<file path="config.mk">
export PLATFORM = sky130hd
export DESIGN_NAME = cla_multiword_seq_flat
export DESIGN_NICKNAME = d
export VERILOG_FILES = /design/src/rtl/cla_multiword_seq_if.sv /design/src/rtl/cla_multiword_seq.sv /design/src/flat_wrapper.sv
export SDC_FILE = /design/constraint.sdc
export NUM_CORES = 1
export LEC_CHECK = 0
export ABC_AREA = 1
export CAP_MARGIN = 15
export CORE_MARGIN = 5
export CORE_UTILIZATION = 55
export DETAILED_ROUTE_END_ITERATION = 8
export PLACE_DENSITY = 0.84
export SYNTH_ARGS = -nofsm -noshare
export SYNTH_HDL_FRONTEND = slang
export SYNTH_SLANG_ARGS = --single-unit
</file>
<file path="constraint.sdc">
create_clock -name clk -period 7.1 [get_ports clk]
set_input_delay 1.42 -clock clk [delete_from_list [all_inputs] [get_ports clk]]
set_output_delay 1.42 -clock clk [all_outputs]
set_load 0.01 [all_outputs]
</file>
<file path="src/rtl/cla_multiword_seq_if.sv">
// Operand/result bundle for the word-serial multi-precision adder.
interface cla_multiword_seq_if #(
  parameter int unsigned WORDS = 2
);
  localparam int unsigned TOT_W = 32 * WORDS;

  logic             start;
  logic             sub;
  logic             c_in;
  logic [TOT_W-1:0] a;
  logic [TOT_W-1:0] b;
  logic             ready;
  logic             busy;
  logic             done;
  logic [TOT_W-1:0] s;
  logic             c_out;
  logic             overflow;

  modport master (
    output start, sub, c_in, a, b,
    input  ready, busy, done, s, c_out, overflow
  );

  modport slave (
    input  start, sub, c_in, a, b,
    output ready, busy, done, s, c_out, overflow
  );
endinterface

</file>
<file path="src/rtl/cla_multiword_seq.sv">
// Word-serial multi-precision add/subtract: one 32-bit CLA stepped over WORDS
// cycles with the inter-word carry held in a register.
module cla_multiword_seq #(
  parameter int unsigned WORDS = 2
) (
  input logic               clk,
  input logic               rst_n,
  cla_multiword_seq_if.slave bus
);
  localparam int unsigned W      = 32;
  localparam int unsigned GROUPS = W / 4;
  localparam int unsigned TOT_W  = W * WORDS;
  localparam int unsigned IDX_W  = (WORDS > 1) ? $clog2(WORDS) : 1;

  typedef enum logic {IDLE, RUN} state_t;

  state_t             state_q, state_d;
  logic [IDX_W-1:0]   idx_q, idx_d;
  logic               carry_q, carry_d;
  logic               sub_q, sub_d;
  logic [W-1:0]       a_q [WORDS];
  logic [W-1:0]       a_d [WORDS];
  logic [W-1:0]       b_q [WORDS];
  logic [W-1:0]       b_d [WORDS];
  logic [W-1:0]       stage_q [WORDS];
  logic [W-1:0]       stage_d [WORDS];
  logic [TOT_W-1:0]   s_q, s_d;
  logic               cout_q, cout_d;
  logic               ovf_q, ovf_d;
  logic               done_q, done_d;
  logic               ready_q, ready_d;

  logic [W-1:0]       add_x, add_y, add_sum;
  logic               add_cout, add_ovf;
  logic               last_word;

  // 32-bit carry-lookahead adder: 4-bit groups with group generate/propagate
  // feeding the group carry chain. Returns {overflow, carry_out, sum}.
  function automatic logic [W+1:0] cla_add(input logic [W-1:0] x,
                                           input logic [W-1:0] y,
                                           input logic         cin);
    logic [W-1:0] g;
    logic [W-1:0] p;
    logic [W:0]   c;
    logic         gg;
    logic         gp;
    g    = x & y;
    p    = x ^ y;
    c    = '0;
    c[0] = cin;
    for (int k = 0; k < int'(GROUPS); k++) begin
      gg = g[4*k+3] | (p[4*k+3] & g[4*k+2]) | (p[4*k+3] & p[4*k+2] & g[4*k+1])
         | (p[4*k+3] & p[4*k+2] & p[4*k+1] & g[4*k]);
      gp = &p[4*k +: 4];
      for (int j = 0; j < 3; j++) begin
        c[4*k+j+1] = g[4*k+j] | (p[4*k+j] & c[4*k+j]);
      end
      c[4*k+4] = gg | (gp & c[4*k]);
    end
    return {c[W] ^ c[W-1], c[W], p ^ c[W-1:0]};
  endfunction

  // Single shared adder on the currently selected word
  always_comb begin
    add_x = a_q[idx_q];
    add_y = sub_q ? ~b_q[idx_q] : b_q[idx_q];
    {add_ovf, add_cout, add_sum} = cla_add(add_x, add_y, carry_q);
  end

  assign last_word = (idx_q == IDX_W'(WORDS - 1));

  always_comb begin
    state_d = state_q;
    idx_d   = idx_q;
    carry_d = carry_q;
    sub_d   = sub_q;
    a_d     = a_q;
    b_d     = b_q;
    stage_d = stage_q;
    s_d     = s_q;
    cout_d  = cout_q;
    ovf_d   = ovf_q;
    done_d  = 1'b0;
    case (state_q)
      IDLE: begin
        if (bus.start) begin
          state_d = RUN;
          sub_d   = bus.sub;
          idx_d   = '0;
          carry_d = bus.sub ? 1'b1 : bus.c_in;
          for (int i = 0; i < int'(WORDS); i++) begin
            a_d[i] = bus.a[i*W +: W];
            b_d[i] = bus.b[i*W +: W];
          end
        end
      end
      RUN: begin
        stage_d[idx_q] = add_sum;
        carry_d        = add_cout;
        if (last_word) begin
          state_d = IDLE;
          idx_d   = '0;
          for (int i = 0; i < int'(WORDS); i++) begin
            s_d[i*W +: W] = stage_d[i];
          end
          cout_d = add_cout;
          ovf_d  = add_ovf;
          done_d = 1'b1;
        end else begin
          idx_d = idx_q + 1'b1;
        end
      end
      default: state_d = IDLE;
    endcase
    ready_d = (state_d == IDLE);
  end

  always_ff @(posedge clk) begin
    if (!rst_n) begin
      state_q <= IDLE;
      idx_q   <= '0;
      carry_q <= 1'b0;
      sub_q   <= 1'b0;
      s_q     <= '0;
      cout_q  <= 1'b0;
      ovf_q   <= 1'b0;
      done_q  <= 1'b0;
      ready_q <= 1'b1;
      for (int i = 0; i < int'(WORDS); i++) begin
        a_q[i]     <= '0;
        b_q[i]     <= '0;
        stage_q[i] <= '0;
      end
    end else begin
      state_q <= state_d;
      idx_q   <= idx_d;
      carry_q <= carry_d;
      sub_q   <= sub_d;
      s_q     <= s_d;
      cout_q  <= cout_d;
      ovf_q   <= ovf_d;
      done_q  <= done_d;
      ready_q <= ready_d;
      a_q     <= a_d;
      b_q     <= b_d;
      stage_q <= stage_d;
    end
  end

  assign bus.ready    = ready_q;
  assign bus.busy     = ~ready_q;
  assign bus.done     = done_q;
  assign bus.s        = s_q;
  assign bus.c_out    = cout_q;
  assign bus.overflow = ovf_q;
endmodule

</file>
<file path="src/flat_wrapper.sv">
// flat-port wrapper written by rule: the top's interface ports become plain ports
module cla_multiword_seq_flat 
#(
  parameter int unsigned WORDS = 2
)
  (clk, rst_n, bus_start, bus_sub, bus_c_in, bus_a, bus_b, bus_ready, bus_busy, bus_done, bus_s, bus_c_out, bus_overflow);
  cla_multiword_seq_if #(.WORDS(WORDS)) bus_i ();
  input logic clk;
  input logic rst_n;
  input wire logic [$bits(bus_i.start)-1:0] bus_start;
  input wire logic [$bits(bus_i.sub)-1:0] bus_sub;
  input wire logic [$bits(bus_i.c_in)-1:0] bus_c_in;
  input wire logic [$bits(bus_i.a)-1:0] bus_a;
  input wire logic [$bits(bus_i.b)-1:0] bus_b;
  output wire logic [$bits(bus_i.ready)-1:0] bus_ready;
  output wire logic [$bits(bus_i.busy)-1:0] bus_busy;
  output wire logic [$bits(bus_i.done)-1:0] bus_done;
  output wire logic [$bits(bus_i.s)-1:0] bus_s;
  output wire logic [$bits(bus_i.c_out)-1:0] bus_c_out;
  output wire logic [$bits(bus_i.overflow)-1:0] bus_overflow;
  assign bus_i.start = bus_start;
  assign bus_i.sub = bus_sub;
  assign bus_i.c_in = bus_c_in;
  assign bus_i.a = bus_a;
  assign bus_i.b = bus_b;
  assign bus_ready = bus_i.ready;
  assign bus_busy = bus_i.busy;
  assign bus_done = bus_i.done;
  assign bus_s = bus_i.s;
  assign bus_c_out = bus_i.c_out;
  assign bus_overflow = bus_i.overflow;
  cla_multiword_seq #(.WORDS(WORDS)) u_core (.clk(clk), .rst_n(rst_n), .bus(bus_i));
endmodule
</file>
==> metrics.cfg <==
[outcome]
status = completed

[routing]
vias_per_cell = 5.35
wire_per_inst_um = 15.6
drt_pass1_iterations = 5
vias = 9423
drt-initial-drc-count = 813
routed_wl_mm = 27.5
drc_errors = 0
final_antenna_net_count = 0

[finish]
diodes = 0
drive_above_1_share_pct = 5.11
final_nets = 1697
design_area_um2 = 13200
area_growth_pct = 27.5

[synth]
yosys.area.top_type_share_pct = 45.0
syn_inst = 1357
postSynthAreaPerCell_um2 = 7.61
ys_seq_area_share_pct = 45.0
yosysTopAreaCell = dfxtp_1
synthesis.nets = 1546
syn_area_um2 = 10300
ys_ff_latch = 232
synthDistinctLibCells = 26
yosys-top-cells-area = dfxtp_1 (45%), nor2_1 (13%), o21ai_0 (8.3%), nand2_1 (7.9%), fa_1 (4.7%)
yosysWarnings = 0

[sta]
maxSlewViolCount = 0
fin_crit_ns = 5.36
setup_violations = 0
slew_headroom_pct = 28.5
fin_hold_ws_ns = 0.454
fmax_ghz = 0.187
rsz0062_at_grt = no
clock_skew_ns = 0.00654
hold_viol = 0
tns_ns = 0
period_share_pct = 75.5
tightest_slew_ns = 1.07

[clock_network]
ctsLongestPathBuffers = 3
cts_tree = done
post_cts_buffers = 0
cts_resized = 0
hold_buffers = 0
clk_pin_slew_ns = 0.06
htree_num_levels = 1
cts_buffers = 24
cts_sinks = 232
clk_latency_ns = 0.51
cts_root_buffer = clkbuf_16

[grt]
grt_pass1_wl_mm = 43.7
grt_pass1_vias = 8846
grt_overflow = 0
antenna_found_initial = 0
track_usage_pct = 24.3
grt_max_degree = 134

[power]
max-vdd-ir-drop_mv = 0.206
p_leak_uw = 0.00588
p_per_area_nw_per_um2 = 255

[placement]
place.gp.congestion = 0.904
place_area_um2 = 12400
hpwlAfterDp_mm = 19.4
numPortBuffers = 201

[setup_path]
end_kind = flip-flop
arrival_ns = 5.76
worstPathMaxFanout = 21
critPathLaunchType = flip-flop
crit_type = reg -> reg
cp.required_ns = 7.50

[floorplanning]
die-height_um = 147
io_pins = 202
initial_core_util_pct = 55.6
die_x_um = 147
core_area_um2 = 18600
rows = 50
dieArea_um2 = 21600

[job]
max-cap-violations = 0

[worst_hold_path]
hp-class = reg -> reg

## cells by family (layout without fill, tap and decap cells)
logic type | count (synthesis) | after routing | share of synthesized area (%)
simple gates | 613 | 613 | 23.0
xor+xnor | 40 | 40 | 3.39
compound gates | 248 | 248 | 13.9
buf+inv | 168 | 337 | 6.19
fa+ha+maj | 56 | 56 | 8.53
flops | 232 | 232 | 45.0
## stage by stage
| stage | total power [uW] | worst slack (ns) | instances | utilization [%] |
|---|---|---|---|---|
| CTS | 3350 | 1.82 | 1759 | 70.7 |
| floorplan | 1890 | 2.74 | 1357 | - |
| detailed placement | 2170 | 1.85 | 1715 | 66.6 |
| global placement | 2150 | 2.05 | 1715 | 66.6 |
| global route | 3500 | 1.36 | 1760 | 70.8 |
| finish | 3350 | 1.74 | 1760 | 70.8 |
## power breakdown
group	switching [uW]	leakage (uW)	internal, uW
Combinational	422	0.00359	290
Clock	502	0.000376	688
Sequential	51.0	0.00191	1400
Total	976	0.00588	2380
## per-layer routing
layer	track usage, %	routed length, um
met3	3.39	1860
met5	0	0
met2	42.2	13300
met1	31.6	11500
met4	7.32	880
## final cells by class
cell class | count | area [um2]
multi-input combinational | 957 | 5050
inverter | 84 | 318
fill | 1440 | 5420
timing repair buffer | 209 | 2090
sequential | 232 | 4650
clock inverter | 8 | 53.8
clock buffer | 36 | 706
tap | 234 | 293
## layout by cell type, fill, tap and decap left out, types with 7 or more instances in the layout
master,netlist,final
inv_1,79,79
a22o_1,32,32
nor2_1,363,360
nand2_1,217,217
buf_4,0,8
a21oi_1,17,17
clkdlybuf4s50_1,0,200
ha_1,32,32
xor2_1,33,33
o21ai_0,172,172
a211oi_1,20,20
dfxtp_1,232,231
clkbuf_16,0,24
xnor2_1,7,7
or2_2,18,18
fa_1,24,24
nand3_1,8,8
## registers in the layout, indices dropped and copies added (netlist names), 32 cells and up
| signal | cells |
|---|---|
| u_core.b_q | 64 |
| u_core.stage_q | 32 |
| u_core.a_q | 64 |
| u_core.bus.s | 64 |
## final timing paths
path / start / to / slack, ns / cells past startpoint
worst max-delay path: u_core.sub_q$_SDFFE_PN0P_ / u_core.bus.s[63]$_SDFFE_PN0P_ / 1.74 / 26
worst min register to register: u_core.a_q[34]$_SDFFE_PN0P_ / u_core.a_q[34]$_SDFFE_PN0P_ / 0.45 / 2
worst max register to register: u_core.sub_q$_SDFFE_PN0P_ / u_core.bus.s[63]$_SDFFE_PN0P_ / 1.74 / 26
worst min-delay path: u_core.a_q[34]$_SDFFE_PN0P_ / u_core.a_q[34]$_SDFFE_PN0P_ / 0.45 / 2
## cell usage after synthesis
library cell and instances:
buf_2 7, a21oi_1 17, nand3_1 8, nor2_2 1, nor3_1 1, nand2_1 217
a22o_1 32, or2_2 18, a221o_1 2, nor2_1 363, clkinv_1 3, a31oi_1 2
a311oi_1 1, ha_1 32, a41oi_1 1, dfxtp_1 232, xor2_1 33, clkbuf_1 77
nand2_2 5, fa_1 24, xnor2_1 7, a211oi_1 20, inv_1 79, a21oi_2 1
inv_2 2, o21ai_0 172
## worst max-delay path, cell delays in order, from the launching register on
cell and delay, ns:
dfxtp_1 0.74, inv_1 0.65, xor2_1 0.45, inv_1 0.09
ha_1 0.32, nand3_1 0.14, nor2_1 0.13, nor2_1 0.07
nand2_1 0.09, nand2_1 0.05, nand2_1 0.09, nand2_1 0.06
nand2_1 0.08, nand2_1 0.05, nand2_1 0.07, nand2_1 0.05
nand2_1 0.10, nand2_1 0.08, nand2_2 0.08, inv_1 0.06
fa_1 0.45, fa_1 0.46, fa_1 0.48, xor2_1 0.19
nor2_1 0.06, nor2_1 0.10, nor2_1 0.04
(Power assumes the default switching activity.)
